==> config.mk <==
export PLATFORM = sky130hd
export DESIGN_NAME = axis_rr_arbiter
export DESIGN_NICKNAME = d
export VERILOG_FILES = /design/src/rtl/axis_arb_pkg.sv /design/src/rtl/rr_picker.sv /design/src/rtl/axis_rr_arbiter.sv
export SDC_FILE = /design/constraint.sdc
export NUM_CORES = 1
export LEC_CHECK = 0
export CELL_PAD_IN_SITES_DETAIL_PLACEMENT = 1
export CELL_PAD_IN_SITES_GLOBAL_PLACEMENT = 1
export CORE_MARGIN = 3
export CORE_UTILIZATION = 24
export DETAILED_ROUTE_END_ITERATION = 10
export GPL_ROUTABILITY_DRIVEN = 0
export GPL_TIMING_DRIVEN = 0
export PLACE_DENSITY = 0.88
export SLEW_MARGIN = 25
export SYNTH_ARGS = -nofsm -noshare
export SYNTH_HDL_FRONTEND = slang
export SYNTH_HIERARCHICAL = 1
export SYNTH_SLANG_ARGS = --single-unit
==> constraint.sdc <==
create_clock -name clk -period 2.66 [get_ports clk]
set_input_delay 0.532 -clock clk [delete_from_list [all_inputs] [get_ports clk]]
set_output_delay 0.532 -clock clk [all_outputs]
set_load 0.005 [all_outputs]
==> src/rtl/axis_arb_pkg.sv <==
// Shared types and helpers for the AXI-Stream round-robin arbiter.
package axis_arb_pkg;

    typedef enum logic {
        IDLE = 1'b0,
        LOCK = 1'b1
    } arb_state_e;

    // Width needed to index n items, never less than one bit.
    function automatic int clog2_min1(input int n);
        int w;
        w = 0;
        for (int v = n - 1; v > 0; v = v >> 1) begin
            w++;
        end
        return (w < 1) ? 1 : w;
    endfunction

endpackage

==> src/rtl/rr_picker.sv <==
// Combinational wrap-around priority search: first requester at or above ptr.
module rr_picker
    import axis_arb_pkg::*;
#(
    parameter int NUM_SRC = 4,
    parameter int ID_WD   = clog2_min1(NUM_SRC)
) (
    input  logic [NUM_SRC-1:0] req,
    input  logic [ID_WD-1:0]   ptr,
    output logic [ID_WD-1:0]   gnt_idx,
    output logic               gnt_vld
);

    always_comb begin
        // NOTE: every output gets a default first so no path leaves it unassigned (no latch).
        gnt_idx = '0;
        gnt_vld = 1'b0;
        for (int i = 0; i < NUM_SRC; i++) begin
            if (!gnt_vld && req[i] && (i >= int'(ptr))) begin
                gnt_vld = 1'b1;
                gnt_idx = ID_WD'(i);
            end
        end
        // Nothing at or above ptr: wrap to the low indices.
        for (int i = 0; i < NUM_SRC; i++) begin
            if (!gnt_vld && req[i] && (i < int'(ptr))) begin
                gnt_vld = 1'b1;
                gnt_idx = ID_WD'(i);
            end
        end
    end

endmodule

==> src/rtl/axis_rr_arbiter.sv <==
// Packet-locked round-robin arbiter merging NUM_SRC AXI-Stream sources onto one
// master through a single output register stage.
module axis_rr_arbiter
    import axis_arb_pkg::*;
#(
    parameter  int DATA_WD = 64,
    parameter  int NUM_SRC = 4,
    localparam int ID_WD   = clog2_min1(NUM_SRC)
) (
    input  logic                       clk,
    input  logic                       rst,
    input  logic [NUM_SRC-1:0]         s_axis_tvalid,
    input  logic [NUM_SRC*DATA_WD-1:0] s_axis_tdata,
    input  logic [NUM_SRC-1:0]         s_axis_tlast,
    output logic [NUM_SRC-1:0]         s_axis_tready,
    output logic                       m_axis_tvalid,
    output logic [DATA_WD-1:0]         m_axis_tdata,
    output logic                       m_axis_tlast,
    output logic [ID_WD-1:0]           m_axis_tid,
    input  logic                       m_axis_tready,
    output logic                       busy
);

    arb_state_e         state;
    logic [ID_WD-1:0]   grant;
    logic [ID_WD-1:0]   rr_ptr;
    logic [ID_WD-1:0]   pick_idx;
    logic               pick_vld;
    logic               sel_valid;
    logic               sel_last;
    logic [DATA_WD-1:0] sel_data;
    logic               out_free;
    logic               accept;
    logic [ID_WD-1:0]   next_ptr;

    rr_picker #(
        .NUM_SRC (NUM_SRC),
        .ID_WD   (ID_WD)
    ) u_picker (
        .req     (s_axis_tvalid),
        .ptr     (rr_ptr),
        .gnt_idx (pick_idx),
        .gnt_vld (pick_vld)
    );

    always_comb begin
        sel_valid = 1'b0;
        sel_last  = 1'b0;
        sel_data  = '0;
        for (int i = 0; i < NUM_SRC; i++) begin
            if (grant == ID_WD'(i)) begin
                sel_valid = s_axis_tvalid[i];
                sel_last  = s_axis_tlast[i];
                sel_data  = s_axis_tdata[i*DATA_WD +: DATA_WD];
            end
        end
    end

    // The output register can take a beat when empty or draining this cycle.
    assign out_free = !m_axis_tvalid || m_axis_tready;
    assign accept   = (state == LOCK) && out_free && sel_valid;
    assign next_ptr = (grant == ID_WD'(NUM_SRC - 1)) ? '0 : grant + ID_WD'(1);

    always_comb begin
        s_axis_tready = '0;
        if (!rst && (state == LOCK)) begin
            for (int i = 0; i < NUM_SRC; i++) begin
                if (grant == ID_WD'(i)) begin
                    s_axis_tready[i] = out_free;
                end
            end
        end
    end

    // NOTE: state registers use non-blocking assignments so every flop samples pre-edge values.
    always_ff @(posedge clk) begin
        if (rst) begin
            state         <= IDLE;
            busy          <= 1'b0;
            grant         <= '0;
            rr_ptr        <= '0;
            m_axis_tvalid <= 1'b0;
            m_axis_tdata  <= '0;
            m_axis_tlast  <= 1'b0;
            m_axis_tid    <= '0;
        end else begin
            case (state)
                IDLE: begin
                    if (pick_vld) begin
                        grant <= pick_idx;
                        state <= LOCK;
                        busy  <= 1'b1;
                    end
                end
                LOCK: begin
                    if (accept && sel_last) begin
                        rr_ptr <= next_ptr;
                        state  <= IDLE;
                        busy   <= 1'b0;
                    end
                end
            endcase

            if (accept) begin
                m_axis_tvalid <= 1'b1;
                m_axis_tdata  <= sel_data;
                m_axis_tlast  <= sel_last;
                m_axis_tid    <= grant;
            end else if (m_axis_tready) begin
                m_axis_tvalid <= 1'b0;
            end
        end
    end

endmodule

==> reports/metrics.yaml, run 1 <==
synthesis:
  synth_top_cell_by_area: "dfxtp_1"
  synthCells: 798
  netlist_top_cells_count: "197 x nand2_1, 136 x a21oi_1, 131 x o21ai_0, 74 x dfxtp_1, 70 x inv_1"
  syn_nets: 1069
  synthTopCellsByArea: "dfxtp_1 28%, nand2_1 14%, a21oi_1 13%"
  syn_area_per_cell_um2: 6.64
  synth_top_area_share_pct: 28.0
  yosysWarnings: 6
  ys_types: 34
  netlist_area_um2: 5300
  synthArstFlopShare_pct: 0
  ys_ff_latch: 74
  synth_edf_count: 0
  ys.flop_type: "dfxtp_1"
  synth.most_common_cell: "nand2_1"
  ys_seq_area_share_pct: 28.0
route:
  drt_iter0_markers: 335
  drc: 0
  routed_via_density: 5.02
  routed_wl_um: 28600
  wl_per_cell_um: 20.0
  antenna_left: 0
  vias: 7156
  drtPass1Iterations: 5
final_layout:
  regArea_um2: 1480
  n_fill_cell: 2698
  multi_input_area_um2: 3190
  nets: 1416
  drive_gt1_share_pct: 6.61
  final_area_um2: 9400
  area_delta_synth_final_pct: 77.5
timing:
  fin_skew_ns: 0.00647
  fmax_ghz: 0.385
  finalCritPeriodShare_pct: 97.7
  worst_pin_slew_ns: 0.758
  finalSetupViolCount: 0
  max_slew_margin_pct: 49.5
  min_period_ns: 2.60
  slew_violations: 0
  hold_viol: 0
clocking:
  cts_max_level: 3
  cts_tree: "built"
  clk_pin_slew_ns: 0.06
  cts_buffer_depth: 2
  hold_buffers: 0
  cts.sink_count: 74
  clock_latency_ns: 0.34
  cts-buffers-inserted: 9
  cts_root_buffer: "clkbuf_16"
job:
  drv_cap: 0
power_and_ir_drop:
  seq_power_share_pct: 31.6
  power_frac_comb_pct: 39.8
  internal_power_w: 0.00277
  cellLeakagePower_nw: 3.38
  p_clk_share_pct: 28.6
  ir_worst_vdd_v: 0.000225
  switching_share_pct: 33.3
  power.density_cell_area_nw_per_um2: 442
  total_power_w: 0.00416
  switchingPower_w: 0.00139
floorplanning:
  rows: 53
  core-area_um2: 21400
  die-area_um2: 23900
  fp.dieW_um: 155
  initial_core_util_pct: 24.8
  ios: 340
  die_h_um: 155
placement:
  place_area_um2: 9030
  dpl.hpwl_um: 23100
  io_buffers: 339
min_path:
  hold_depth: 2
  hold_path.class: "flop to flop"
global_routing:
  grt_max_degree: 20
  antenna_found_initial: 0
  overflow: 0
  grt_pass1_vias: 7378
  grt_pass1_wl_um: 42400
  grt_usage_pct: 22.6
worst_setup_path:
  critical_path_required_ns: 2.13
  cp.arrival_ns: 2.07
  start_kind: "input port"
  worstSetupEndpointType: "primary output"
  reg2reg_slack_ns: 0.13
  critPathKind: "input port to primary output"
  worst-path-max-fanout: 10
  r2r_cells: 10
run_status:
  outcome: "finished clean"
-- power groups by stage --
stage	clock, W	combinational [W]	sequential (W)
after floorplan	0	0.000692	0.00133
after global placement	0	0.00159	0.00133
after detailed placement	0	0.00163	0.00133
after CTS	0.00122	0.00165	0.00131
after global routing	0.00126	0.00179	0.00133
final	0.00119	0.00165	0.00131
-- routing by layer --
layer / track usage, % / vias to the layer above / routed length [um]
met2: 38.9 / 244 / 14100
met5: 0 / - / 0
met1: 27.3 / 3392 / 11700
li1: - / 3458 / -
met3: 4.67 / 62 / 1600
met4: 10.1 / 0 / 1160
-- critical path, cell delays in order --
cell,delay [ns]
clkdlybuf4s50_1,0.52
buf_6,0.22
nor2_2,0.16
and2_1,0.14
clkdlybuf4s50_1,0.49
-- what timing repair did --
item / CTS / global route
buffers inserted: 1 / 1
resized for setup: 17 / 11
pin swaps: 1 / 1
endpoints found under the setup margin: 18 / 58
-- final cells by class --
cell class                 instances  share of cell area [%]
inverter                          70                    2.80
buffer                            76                    4.42
clock inverter                     6                   0.439
clock buffer                      10                    2.54
multi-input combinational        573                    33.9
timing repair buffer             341                    36.4
tap                              275                    3.66
sequential                        74                    15.8
antenna                            1                  0.0266
-- path summary, 6_finish.rpt --
check,start,to
worst min register to register,m_axis_tid[1]$_SDFFE_PP0P_,m_axis_tid[1]$_SDFFE_PP0P_
worst max-delay path,rst,s_axis_tready[1]
worst min-delay path,m_axis_tid[1]$_SDFFE_PP0P_,m_axis_tid[1]$_SDFFE_PP0P_
worst max register to register,grant[0]$_SDFFE_PP0P_,m_axis_tdata[52]$_SDFFE_PP0P_
-- cell families after synthesis --
kind of cell             Yosys count  synth area share (%)
adder cells (fa/ha/maj)            4                 0.945
multiplexers                       3                 0.567
flip-flops                        74                  28.0
buffers and inverters            151                  12.1
AO/OA/AOI/OAI                    340                  41.3
AND/OR/NAND/NOR                  226                  17.1
-- flip-flops by register name, indices dropped and copies added (netlist names) --
signal         count
state              1
m_axis_tlast       1
m_axis_tdata      64
busy               1
m_axis_tid         2
rr_ptr             2
m_axis_tvalid      1
grant              2
-- layout by cell type, fill, tap and decap left out, drive strengths merged, types with 2 or more instances in the layout --
| cell | instances |
|---|---|
| clkinv | 5 |
| nand2b | 5 |
| inv | 71 |
| dfxtp | 74 |
| nand2 | 197 |
| nand3 | 3 |
| o21ai | 131 |
| nor2 | 9 |
| mux2i | 3 |
| nand3b | 2 |
| ha | 4 |
| a21oi | 136 |
| a221oi | 2 |
| clkdlybuf4s50 | 339 |
| a311oi | 65 |
| buf | 26 |
| and2 | 4 |
| clkbuf | 62 |
-- through the flow --
stage | util [%] | hold WS, ns | worst slack, ns | std cells | TNS [ns]
final | 44.0 | 0.477 | 0.0608 | 1426 | 0
after global routing | 44.0 | 0.514 | -0.0127 | 1425 | -0.0127
after CTS | 43.8 | 0.479 | 0.0139 | 1426 | 0
after detailed placement | 42.3 | 0.470 | -0.411 | 1412 | -5.15
after global placement | 42.3 | 0.466 | -0.387 | 1412 | -3.43
after floorplan | - | 0.466 | 0.646 | 798 | 0
No activity file was read; power rests on OpenSTA's default activity.
==> inputs of run 2 (changes only) <==
--- a/config.mk
+++ b/config.mk
@@ -9,6 +9,7 @@
 export CELL_PAD_IN_SITES_GLOBAL_PLACEMENT = 1
 export CORE_MARGIN = 3
 export CORE_UTILIZATION = 24
+export CTS_BUF_LIST = sky130_fd_sc_hd__clkbuf_4 sky130_fd_sc_hd__clkbuf_8 sky130_fd_sc_hd__clkbuf_16
 export DETAILED_ROUTE_END_ITERATION = 10
 export GPL_ROUTABILITY_DRIVEN = 0
 export GPL_TIMING_DRIVEN = 0
==> results of run 2 <==
Same layout as run 1: the final DEF is identical, and so are final timing and power.
==> inputs of run 3 (changes only) <==
--- a/config.mk
+++ b/config.mk
@@ -7,13 +7,14 @@
 export LEC_CHECK = 0
 export CELL_PAD_IN_SITES_DETAIL_PLACEMENT = 1
 export CELL_PAD_IN_SITES_GLOBAL_PLACEMENT = 1
-export CORE_MARGIN = 3
-export CORE_UTILIZATION = 24
+export CORE_AREA = 3 3 131 133
 export CTS_BUF_LIST = sky130_fd_sc_hd__clkbuf_4 sky130_fd_sc_hd__clkbuf_8 sky130_fd_sc_hd__clkbuf_16
 export DETAILED_ROUTE_END_ITERATION = 10
+export DIE_AREA = 0 0 134 136
+export DONT_BUFFER_PORTS = 1
 export GPL_ROUTABILITY_DRIVEN = 0
 export GPL_TIMING_DRIVEN = 0
-export PLACE_DENSITY = 0.88
+export PLACE_DENSITY = 0.72
 export SLEW_MARGIN = 25
 export SYNTH_ARGS = -nofsm -noshare
 export SYNTH_HDL_FRONTEND = slang
==> reports/metrics.yaml, run 3 (synthesis results as in run 1) <==
run_status:
  outcome: "finished clean"
worst_setup_path:
  start_kind: "flop"
  critical_path_required_ns: 2.86  # +0.73 ns
  worstSetupEndpointType: "flop"
  worst-path-max-fanout: 10  # unchanged
  critPathKind: "flop to flop"
  cp.arrival_ns: 2.73  # +0.66 ns
timing:
  max_slew_margin_pct: 51.0  # +1.5 points
  hold_viol: 0  # unchanged
  worst_hold_slack_ns: 0.358  # -0.118 ns
  finalCritPeriodShare_pct: 94.9  # -2.9 points
  min_period_ns: 2.52  # -0.0761 ns
  worst_pin_slew_ns: 0.735  # -0.0230 ns
  fin_tns_setup_ns: 0  # unchanged
  fmax_ghz: 0.396  # +3.0%
  slew_violations: 0  # unchanged
  finalSetupViolCount: 0  # unchanged
  rsz0062_at_grt: "false"
  fin_skew_ns: 0.00504  # -0.00143 ns
clocking:
  clock_latency_ns: 0.34  # about the same
  cts-buffers-inserted: 9  # unchanged
  cts_tree: "built"
  cts_root_buffer: "clkbuf_16"
  clk_pin_slew_ns: 0.06  # about the same
  cts.sink_count: 74  # unchanged
  cts_max_level: 3  # unchanged
  hold_buffers: 0  # unchanged
  cts_buffer_depth: 2  # unchanged
min_path:
  hold_path.class: "input port to flop"
floorplanning:
  core-area_um2: 15900  # -25%
  die_h_um: 136  # -12%
  ios: 340  # unchanged
  rows: 46  # -13%
  fp.dieW_um: 134  # -13%
  die-area_um2: 18200  # -24%
  initial_core_util_pct: 33.2  # +8.4 points
final_layout:
  largest_register_ffs: 64  # unchanged
  diodes: 0  # -1
  drive_gt1_share_pct: 8.97  # +2.4 points
  top_register: "m_axis_tdata"
  regArea_um2: 1480  # about the same
  area_delta_synth_final_pct: 11.1
  n_fill_cell: 2066  # -23%
  layout_commonest_cell: "nand2_1"
  multi_input_area_um2: 3180  # -0.31%
  final_cell_mix: "197 x nand2_1, 136 x a21oi_1, 131 x o21ai_0, 74 x dfxtp_1, 70 x inv_1"
  nets: 1080  # -24%
placement:
  dpl.hpwl_um: 18600  # -19%
  io_buffers: 0  # -100%
global_routing:
  grt_usage_pct: 24.0  # +1.4 points
  overflow: 0  # unchanged
  grt_max_degree: 20  # unchanged
  grt_use_met2_pct: 41.6  # +2.8 points
  use_met1_pct: 28.6  # +1.4 points
  grt_use_met3_pct: 7.40  # +2.7 points
  grt_pass1_vias: 5934  # -20%
  antenna_found_initial: 0  # unchanged
  busiest_layer: "met2"
  grt_pass1_wl_um: 34100  # -20%
route:
  drtPass1Iterations: 4  # -1
  routed_via_density: 5.67  # +13%
  antenna_left: 0  # unchanged
  routed_wl_um: 23300  # -18%
  wl_per_cell_um: 22.6  # +13%
  vias: 5841  # -18%
  drc: 0  # unchanged
  drt_iter0_markers: 241  # -28%
power_and_ir_drop:
  power.density_cell_area_nw_per_um2: 603  # +36%
  cellLeakagePower_nw: 2.06  # -39%
  ir_worst_vdd_v: 0.000307  # +37%
job:
  drv_cap: 0  # unchanged
[run 3: layer usage]
| metal | wire [um] | share of wire [%] |
|---|---|---|
| met5 | 0 | 0 |
| met4 | 498 | 2.1 |
| met3 | 1960 | 8.4 |
| met2 | 11400 | 49 |
| met1 | 9400 | 40 |
[run 3: final cells by class]
cell class,count,share of cell area (%)
Tap cell,216,4.60
Inverter,70,4.47
Multi-Input combinational cell,573,54.1
Sequential cell,74,25.2
Clock inverter,7,1.19
Timing Repair Buffer,2,0.255
Clock buffer,9,3.83
Buffer,79,6.38
[run 3: worst paths after layout]
| kind | end | slack, ns | start | cells after the start |
|---|---|---|---|---|
| max | m_axis_tdata[60]$_SDFFE_PP0P_ | 0.14 | grant[1]$_SDFFE_PP0P_ | 9 |
| min | m_axis_tdata[28]$_SDFFE_PP0P_ | 0.36 | s_axis_tdata[220] | 2 |
| max reg2reg | m_axis_tdata[60]$_SDFFE_PP0P_ | 0.14 | grant[1]$_SDFFE_PP0P_ | 9 |
| min reg2reg | busy$_SDFFE_PP0P_ | 0.50 | busy$_SDFFE_PP0P_ | 2 |
[run 3: worst max-delay path: stages, from the launching register on]
cell and delay (ns):
dfxtp_1 0.40, inv_1 0.11, ha_1 0.34, and3b_1 0.29, a2111o_1 0.41, buf_4 0.17, clkbuf_4 0.20, buf_4 0.20
a21oi_1 0.19, a311oi_2 0.07
[run 3: power breakdown]
part	switching (W)	leakage (nW)	internal, W
clock network	0.000524	0.133	0.000723
registers	0.000128	0.608	0.00124
logic	0.000596	1.32	0.000337
total	0.00125	2.06	0.00230
[run 3: repair_timing]
item,4_1_cts,5_1_grt
setup buffers,0,2
resized for setup,3,4
pin swaps,0,1
setup endpoints to repair,9,32
[run 3: stage by stage]
stage | total power, W | cell area [um2] | utilization (%) | setup WS, ns | instances
after floorplan | 0.00202 | 5300 | - | 0.646 | 798
after global placement | 0.00229 | 5570 | 34.9 | -0.0317 | 1014
after detailed placement | 0.00232 | 5570 | 34.9 | -0.0589 | 1014
after CTS | 0.00356 | 5860 | 36.7 | 0.00354 | 1028
after global routing | 0.00374 | 5880 | 36.9 | 0.0139 | 1030
final | 0.00354 | 5880 | 36.9 | 0.137 | 1030
